`src/rtl/float_add_seq_if.sv`:
```
// Request/result bundle for the sequential floating-point adder.
//
// Handshake: the master raises req with a, b and sub stable; the slave takes
// them on the first rising edge where it is idle (busy low) and ignores req at
// every other time, so no request is ever queued. busy stays high from the
// cycle after acceptance through the completion cycle. ack is a one-cycle pulse
// in that completion cycle; out/overflow become valid with ack and hold until
// the next ack.
interface float_add_seq_if #(
  parameter int float_exp_width  = 8,
  parameter int float_mant_width = 23
);
  localparam int float_width = 1 + float_exp_width + float_mant_width;

  logic                   req;
  logic                   sub;
  logic [float_width-1:0] a;
  logic [float_width-1:0] b;
  logic                   busy;
  logic                   ack;
  logic [float_width-1:0] out;
  logic                   overflow;

  modport master (output req, sub, a, b, input busy, ack, out, overflow);
  modport slave  (input req, sub, a, b, output busy, ack, out, overflow);
endinterface

```
`src/rtl/float_add_seq.sv`:
```
// Multi-cycle floating-point adder/subtractor: IDLE -> ALIGN -> ADD -> NORM
// (one step per cycle) -> DONE. No denormals, no rounding (truncation), and
// results that reach the all-ones exponent through a carry saturate.
module float_add_seq #(
  parameter int float_exp_width  = 8,
  parameter int float_mant_width = 23
) (
  input  logic                 clk,
  input  logic                 rst,
  float_add_seq_if.slave       bus,
  output logic [2:0]           o_dbg_state
);
  localparam int EW = float_exp_width;
  localparam int MW = float_mant_width;
  localparam int FW = 1 + EW + MW;
  localparam int IW = MW + 2;  // {carry, hidden, mant}

  localparam logic [EW:0] EXP_ONES = {1'b0, {EW{1'b1}}};
  localparam logic [EW:0] EXP_ONE  = (EW+1)'(1);
  localparam logic [EW:0] SHIFT_LIM = (EW+1)'(IW);

  typedef enum logic [2:0] {S_IDLE, S_ALIGN, S_ADD, S_NORM, S_DONE} state_t;

  state_t        r_state;
  logic          r_sign_a, r_sign_b, r_sign;
  logic [EW-1:0] r_exp_a, r_exp_b;
  logic [IW-1:0] r_man_a, r_man_b, r_man;
  logic [EW:0]   r_exp;   // one spare bit so a carry out of all-ones is seen
  logic          r_ovf;   // ADD carried into the all-ones exponent
  logic          r_busy, r_ack, r_overflow;
  logic [FW-1:0] r_out;

  // Operand decode at capture: exp==0 means exact zero.
  logic [EW-1:0] w_a_exp, w_b_exp;
  logic [IW-1:0] w_a_int, w_b_int;
  assign w_a_exp = bus.a[FW-2 -: EW];
  assign w_b_exp = bus.b[FW-2 -: EW];
  assign w_a_int = (w_a_exp == '0) ? '0 : {1'b0, 1'b1, bus.a[MW-1:0]};
  assign w_b_int = (w_b_exp == '0) ? '0 : {1'b0, 1'b1, bus.b[MW-1:0]};

  // Alignment: shift the smaller-exponent mantissa right, truncating.
  logic          w_a_ge;
  logic [EW-1:0] w_diff;
  logic [IW-1:0] w_small, w_shifted;
  assign w_a_ge    = (r_exp_a >= r_exp_b);
  assign w_diff    = w_a_ge ? (r_exp_a - r_exp_b) : (r_exp_b - r_exp_a);
  assign w_small   = w_a_ge ? r_man_b : r_man_a;
  assign w_shifted = ({1'b0, w_diff} >= SHIFT_LIM) ? '0 : (w_small >> w_diff);

  // Signed-magnitude add; the sum of two IW-bit mantissas with a clear top
  // bit cannot exceed IW bits.
  logic          w_same, w_a_gt, w_res_sign, w_carry;
  logic [IW-1:0] w_sum, w_dif, w_mag;
  logic [EW:0]   w_exp_inc;
  assign w_same     = (r_sign_a == r_sign_b);
  assign w_a_gt     = (r_man_a > r_man_b);
  assign w_sum      = r_man_a + r_man_b;
  assign w_dif      = w_a_gt ? (r_man_a - r_man_b) : (r_man_b - r_man_a);
  assign w_mag      = w_same ? w_sum : w_dif;
  assign w_res_sign = w_same ? r_sign_a :
                      (w_mag == '0) ? 1'b0 :
                      (w_a_gt ? r_sign_a : r_sign_b);
  assign w_carry    = w_mag[IW-1];
  assign w_exp_inc  = r_exp + EXP_ONE;

  // Sequencer and datapath registers; all outputs are registered here.
  always_ff @(posedge clk) begin
    if (!rst) begin
      r_state    <= S_IDLE;
      r_busy     <= 1'b0;
      r_ack      <= 1'b0;
      r_out      <= '0;
      r_overflow <= 1'b0;
      r_sign_a   <= 1'b0;
      r_sign_b   <= 1'b0;
      r_sign     <= 1'b0;
      r_exp_a    <= '0;
      r_exp_b    <= '0;
      r_man_a    <= '0;
      r_man_b    <= '0;
      r_man      <= '0;
      r_exp      <= '0;
      r_ovf      <= 1'b0;
    end else begin
      case (r_state)
        S_IDLE: begin
          if (bus.req) begin
            r_sign_a <= bus.a[FW-1];
            r_sign_b <= bus.b[FW-1] ^ bus.sub;
            r_exp_a  <= w_a_exp;
            r_exp_b  <= w_b_exp;
            r_man_a  <= w_a_int;
            r_man_b  <= w_b_int;
            r_busy   <= 1'b1;
            r_state  <= S_ALIGN;
          end
        end
        S_ALIGN: begin
          if (w_a_ge) begin
            r_man_b <= w_shifted;
            r_exp   <= {1'b0, r_exp_a};
          end else begin
            r_man_a <= w_shifted;
            r_exp   <= {1'b0, r_exp_b};
          end
          r_state <= S_ADD;
        end
        S_ADD: begin
          r_sign <= w_res_sign;
          if (w_carry) begin
            r_man <= w_mag >> 1;
            r_exp <= w_exp_inc;
            r_ovf <= (w_exp_inc >= EXP_ONES);
          end else begin
            r_man <= w_mag;
            r_ovf <= 1'b0;
          end
          r_state <= S_NORM;
        end
        S_NORM: begin
          if (r_ovf) begin
            r_out      <= {r_sign, {EW{1'b1}}, {MW{1'b0}}};
            r_overflow <= 1'b1;
            r_ack      <= 1'b1;
            r_state    <= S_DONE;
          end else if (r_man == '0) begin
            r_out      <= '0;
            r_overflow <= 1'b0;
            r_ack      <= 1'b1;
            r_state    <= S_DONE;
          end else if (r_man[MW]) begin
            r_out      <= {r_sign, r_exp[EW-1:0], r_man[MW-1:0]};
            r_overflow <= 1'b0;
            r_ack      <= 1'b1;
            r_state    <= S_DONE;
          end else if (r_exp == EXP_ONE) begin
            // Would need a denormal: flush to +0.
            r_out      <= '0;
            r_overflow <= 1'b0;
            r_ack      <= 1'b1;
            r_state    <= S_DONE;
          end else begin
            r_man <= r_man << 1;
            r_exp <= r_exp - EXP_ONE;
          end
        end
        S_DONE: begin
          r_ack   <= 1'b0;
          r_busy  <= 1'b0;
          r_state <= S_IDLE;
        end
        default: begin
          r_busy  <= 1'b0;
          r_ack   <= 1'b0;
          r_state <= S_IDLE;
        end
      endcase
    end
  end

  assign bus.busy     = r_busy;
  assign bus.ack      = r_ack;
  assign bus.out      = r_out;
  assign bus.overflow = r_overflow;
  assign o_dbg_state  = r_state;
endmodule

```
`src/flat_wrapper.sv`:
```
// flat-port wrapper written by rule: the top's interface ports become plain ports
module float_add_seq_flat 
#(
  parameter int float_exp_width  = 8,
  parameter int float_mant_width = 23
)
  (clk, rst, o_dbg_state, bus_req, bus_sub, bus_a, bus_b, bus_busy, bus_ack, bus_out, bus_overflow);
  float_add_seq_if #(.float_exp_width(float_exp_width), .float_mant_width(float_mant_width)) bus_i ();
  input  logic clk;
  input  logic rst;
  output logic [2:0] o_dbg_state;
  input wire logic [$bits(bus_i.req)-1:0] bus_req;
  input wire logic [$bits(bus_i.sub)-1:0] bus_sub;
  input wire logic [$bits(bus_i.a)-1:0] bus_a;
  input wire logic [$bits(bus_i.b)-1:0] bus_b;
  output wire logic [$bits(bus_i.busy)-1:0] bus_busy;
  output wire logic [$bits(bus_i.ack)-1:0] bus_ack;
  output wire logic [$bits(bus_i.out)-1:0] bus_out;
  output wire logic [$bits(bus_i.overflow)-1:0] bus_overflow;
  assign bus_i.req = bus_req;
  assign bus_i.sub = bus_sub;
  assign bus_i.a = bus_a;
  assign bus_i.b = bus_b;
  assign bus_busy = bus_i.busy;
  assign bus_ack = bus_i.ack;
  assign bus_out = bus_i.out;
  assign bus_overflow = bus_i.overflow;
  float_add_seq #(.float_exp_width(float_exp_width), .float_mant_width(float_mant_width)) u_core (.clk(clk), .rst(rst), .bus(bus_i), .o_dbg_state(o_dbg_state));
endmodule
```
`config.mk`:
```
export PLATFORM = sky130hd
export DESIGN_NAME = float_add_seq_flat
export DESIGN_NICKNAME = d
export VERILOG_FILES = /design/src/rtl/float_add_seq_if.sv /design/src/rtl/float_add_seq.sv /design/src/flat_wrapper.sv
export SDC_FILE = /design/constraint.sdc
export NUM_CORES = 1
export LEC_CHECK = 0
export ABC_AREA = 0
export BUFFER_PORTS_ARGS = -buffer_cell sky130_fd_sc_hd__buf_2
export CAP_MARGIN = 20
export CORE_MARGIN = 2
export CORE_UTILIZATION = 56
export DETAILED_ROUTE_END_ITERATION = 8
export PLACE_DENSITY = 0.76
export SYNTH_ARGS = -nofsm -noshare
export SYNTH_HDL_FRONTEND = slang
export SYNTH_SLANG_ARGS = --single-unit
```
`constraint.sdc`:
```
create_clock -name clk -period 3.1 [get_ports clk]
set_input_delay 0.62 -clock clk [delete_from_list [all_inputs] [get_ports clk]]
set_output_delay 0.62 -clock clk [all_outputs]
set_load 0.02 [all_outputs]
```
==> results.py, run 1 <==
metrics = {
    "run_status": {
        "status": "stopped before the end",
        "lastStage": "global routing (5_1_grt)",
        "error": "[ERROR GRT-0232] Routing congestion too high. Check the congestion heatmap in the GUI.",
    },
    "die": {
        "row_count": 56,
        "fp.dieH_microns": 158,
        "num_io_pins": 106,
        "start_util_pct": 57.0,
        "die_width_microns": 158,
    },
    "yosys": {
        "ys_ff_latch": 141,
        "synth_area_sq_um": 13300,
        "ys_seq_area_share_pct": 21.2,
        "synth_cell_types": 107,
        "synth_cells": 1765,
        "synthArstFlopShare_pct": 0,
        "avgSynthCellArea_sq_um": 7.56,
        "yosys_warnings": 0,
        "synth_ff_type": "dfxtp_1",
        "syn_nets": 1933,
        "synth_edf_count": 0,
    },
    "place": {
        "gp_congestion": 1.05,
        "port-buffer-count": 105,
        "pre_cts_ws_ns": -0.508,
        "place_hpwl_mm": 42.8,
        "dp.cells": 2504,
    },
    "global_route": {
        "grt_max_degree": 53,
        "grt_remaining_overflow": 43,
        "track_usage_pct": 74.0,
    },
    "clock_network": {
        "htree_levels": 4,
        "clock_sinks": 141,
        "cts_root_buf": "clkbuf_16",
        "holdBufCountCts": 0,
        "cts_buffer_depth": 2,
        "cts-buffers-inserted": 17,
    },
    "sta": {
        "worst-ep-kind": "register data pin",
        "grt-worst-endpoint": "u_core.r_sign$_SDFFE_PN0P_/D",
    },
}
-- synthesized netlist by cell type, types with 21 or more instances --
cell type | count | area share, %
dfxtp_1 | 141 | 21
nand2_1 | 204 | 5.7
nor3_1 | 47 | 1.8
nor2b_1 | 23 | 1.1
nor2_1 | 151 | 4.2
buf_2 | 32 | 1.2
inv_1 | 94 | 2.6
mux2i_1 | 40 | 3.0
mux4_2 | 22 | 3.7
ha_1 | 95 | 8.9
o21ai_0 | 104 | 3.9
clkbuf_1 | 76 | 2.1
o211ai_1 | 35 | 2.0
a21oi_1 | 186 | 7.0
nand3_1 | 42 | 1.6
nor4_1 | 22 | 1.0
a211oi_1 | 38 | 2.1
a31oi_1 | 21 | 0.98
a22oi_1 | 28 | 1.6
-- per-stage QoR --
stage	TNS (ns)	hold slack (ns)	cell area, sq um
after CTS	-15.77	0.422	19900
after detailed placement	-27.07	0.450	17400
after global placement	-21.57	0.448	17400
after floorplan	-0.0159	0.436	13700
-- per-layer routing --
metal | GRT overflow | track usage, %
met5 | 0 | 21.3
met4 | 24 | 75.9
met3 | 2 | 57.6
met2 | 17 | 91.2
met1 | 0 | 73.7
-- cell families after synthesis --
| logic type | count (synthesis) | share of synthesized area (%) |
|---|---|---|
| buffers and inverters | 221 | 7.17 |
| flip-flops | 141 | 21.2 |
| multiplexers | 70 | 7.39 |
| AO/OA/AOI/OAI | 607 | 30.9 |
| XOR/XNOR | 32 | 2.44 |
| AND/OR/NAND/NOR | 594 | 21.3 |
| adder cells (fa/ha/maj) | 100 | 9.66 |
-- what timing repair did --
action	in CTS
resized for setup	291
gates cloned	4
pin swaps	134
setup buffers	74
endpoints found under the setup margin	85
==> inputs of run 2 (changes only) <==
--- a/config.mk
+++ b/config.mk
@@ -9,9 +9,9 @@
 export BUFFER_PORTS_ARGS = -buffer_cell sky130_fd_sc_hd__buf_2
 export CAP_MARGIN = 20
 export CORE_MARGIN = 2
-export CORE_UTILIZATION = 56
+export CORE_UTILIZATION = 40
 export DETAILED_ROUTE_END_ITERATION = 8
-export PLACE_DENSITY = 0.76
+export PLACE_DENSITY_LB_ADDON = 0.15
 export SYNTH_ARGS = -nofsm -noshare
 export SYNTH_HDL_FRONTEND = slang
 export SYNTH_SLANG_ARGS = --single-unit
==> constraint.sdc (replaced) <==
create_clock -name clk -period 4 [get_ports clk]
set_input_delay 0.8 -clock clk [delete_from_list [all_inputs] [get_ports clk]]
set_output_delay 0.8 -clock clk [all_outputs]
set_load 0.02 [all_outputs]
==> run 2 against run 1 <==
Synthesized cell count unchanged. Area after synthesis unchanged. The run now ends clean.
==> results.py, run 2 <==
metrics = {
    "clock_network": {
        "cts_buffer_depth": 2,
        "clk_pin_slew_ns": 0.06,
        "clock_sinks": 141,
        "cts_tree": "done",
        "cts-buffers-inserted": 17,
        "cts_root_buf": "clkbuf_16",
        "holdBufCountCts": 0,
        "htree_levels": 4,
        "clock_latency_ns": 0.45,
    },
    "die": {
        "num_io_pins": 106,
        "row_count": 66,
        "fp.dieH_microns": 187,
        "die_area_sq_um": 34800,
        "start_util_pct": 40.8,
        "coreArea_sq_um": 32700,
        "die_width_microns": 187,
    },
    "yosys": {
        "synth_top_area_share_pct": 21.2,
        "yosys-top-cells-count": "nand2_1, a21oi_1, nor2_1, dfxtp_1, o21ai_0",
        "synth_cells": 1765,
        "synthArstFlopShare_pct": 0,
        "synth.area.top_cells": "dfxtp_1, ha_1, a21oi_1",
        "synth_edf_count": 0,
        "synth_cell_types": 107,
        "yosysMostFrequentCell": "nand2_1",
        "ys_ff_latch": 141,
        "syn_nets": 1933,
        "avgSynthCellArea_sq_um": 7.56,
        "ys_seq_area_share_pct": 21.2,
        "synth_ff_type": "dfxtp_1",
        "synth_area_sq_um": 13300,
        "yosys_warnings": 0,
        "synth_top_area_cell": "dfxtp_1",
    },
    "detailed_routing": {
        "wirelength_mm": 50.8,
        "ant_nets": 0,
        "drtIter0Drc": 1566,
        "drt-wirelength-per-cell_microns": 21.5,
        "drc_errors": 0,
        "post_drt_via_cell_ratio": 6.11,
        "first_pass_iters": 5,
        "vias": 14469,
    },
    "place": {
        "gp_congestion": 0.978,
        "place_hpwl_mm": 40.1,
        "port-buffer-count": 105,
    },
    "run_status": {
        "status": "complete, no violations",
    },
    "sta": {
        "clock-skew-final_ns": 0.0133,
        "rsz0062_at_grt": "yes",
        "whs_ns": 0.464,
        "max_freq_mhz": 254,
        "fin_tns_setup_ns": 0,
        "finalSetupViolCount": 0,
        "fin_crit_sh_pct": 98.3,
        "worst_slew_pin_slew_ns": 1.02,
        "drv_slew": 0,
        "period_minus_slack_ns": 3.93,
        "slew_headroom_pct": 31.7,
        "hold_viol": 0,
    },
    "pwr": {
        "power_density_nw_per_um2": 752,
        "ir_drop_uv": 380,
        "leakage_uw": 0.00635,
    },
    "finish": {
        "nets": 2080,
        "n_antenna_cell": 0,
        "final_cell_mix": "nand2_1, a21oi_1, nor2_1, buf_4, dfxtp_1",
        "final_common_cell": "nand2_1",
        "areaGrowthSynthToFinish_pct": 17.3,
        "largest_register_ffs": 32,
        "drive_above_1_share_pct": 20.5,
    },
    "critical_path": {
        "required_ns": 4.35,
        "cp.arrival_ns": 4.28,
        "critPathCaptureType": "flip-flop",
        "cp_top_family": "compound AO/OA/AOI/OAI gates",
        "slowest_delay_ns": 0.45,
        "crit_slowest_cell": "o31a_2",
        "crit_path_max_fanout": 11,
        "timing.rr.start": "u_core.r_exp_b[2]",
        "critPathBufInv": 1,
        "startpoint_type": "flip-flop",
        "cp_common_cell": "a21oi_1",
        "crit_type": "flip-flop to flip-flop",
        "crit_start": "u_core.r_exp_b[2]",
        "crit_chain": "inv_1, ha_1, nor2b_4, o21a_4, o31a_2, o211ai_1, o21ai_4, xnor2_2, nand2_1, or2_2, a31oi_1, a21oi_1, a21oi_1",
    },
    "hold_path": {
        "min_from": "u_core.r_exp_b[7]",
        "hp-class": "flip-flop to flip-flop",
    },
    "global_route": {
        "grt_remaining_overflow": 0,
        "grt_max_degree": 53,
        "track_usage_pct": 28.6,
        "grt_pass1_wl_mm": 79.2,
        "grt_pass1_vias": 13776,
        "antenna_found_initial": 0,
    },
    "run": {
        "max-cap-violations": 0,
    },
}
run 2: report_power, final:
group / switching [uW] / internal [uW] / leakage (uW)
combinational: 5060 / 3250 / 0.00494
sequential: 294 / 1630 / 0.00115
clock: 717 / 816 / 0.000261
total: 6070 / 5690 / 0.00635
run 2: logic make-up (layout without fill, tap and decap cells):
kind of cell             after synthesis  after routing  share of synthesized area, %
adder cells (fa/ha/maj)              100            100                          9.66
XOR/XNOR                              32             32                          2.44
flip-flops                           141            141                          21.2
buffers and inverters                221            381                          7.17
multiplexers                          70             70                          7.39
AO/OA/AOI/OAI                        607            607                          30.9
AND/OR/NAND/NOR                      594            594                          21.3
run 2: path summary, 6_finish.rpt:
| check | cells past startpoint | end | slack (ns) |
|---|---|---|---|
| setup / recovery | 13 | u_core.r_man_b[6] | 0.07 |
| hold / removal | 2 | u_core.r_exp_b[7] | 0.46 |
| setup reg to reg | 13 | u_core.r_man_b[6] | 0.07 |
| hold reg to reg | 2 | u_core.r_exp_b[7] | 0.46 |
run 2: final cells by class:
cell class                      count  area, sq um
Inverter                           96          360
Clock buffer                       18          429
Sequential cell                   141         2820
Timing Repair Buffer              253         1700
Tap cell                          442          553
Clock inverter                     14          128
Multi-Input combinational cell   1403         9660
Fill cell                        3348        17100
run 2: metal layers:
metal / vias to the layer above / global-route usage, % / wire [microns] / share of wire [%]
met4: 0 / 10.4 / 1830 / 3.6
met1: 6939 / 40.5 / 23200 / 46
met5: - / 0 / 0 / 0
li1: 6788 / - / - / -
met3: 87 / 4.61 / 3850 / 7.6
met2: 655 / 43.8 / 21900 / 43
run 2: per-stage QoR:
stage	setup slack [ns]	utilization, %	std cells	area [sq um]	total power [uW]
floorplan	0.710	-	1765	13300	7140
global placement	-0.0806	45.9	2333	15000	9940
detailed placement	-0.0718	45.9	2333	15000	9940
CTS	0.0616	47.7	2365	15600	11500
global route	-0.0336	47.9	2367	15700	12500
finish	0.0695	47.9	2367	15700	11800
run 2: timing repair:
action	CTS	global route
buffers inserted	0	2
pin swaps	0	2
setup endpoints to repair	3	38
endpoints found under the hold margin	0	0
gates resized for setup	4	9
run 2: worst min-delay path: cells and delay by family (launching register included):
family	cells	cell delay, ns
flops	1	0.31
compound gates	1	0.05
simple gates	1	0.05
(Power assumes the default switching activity.)
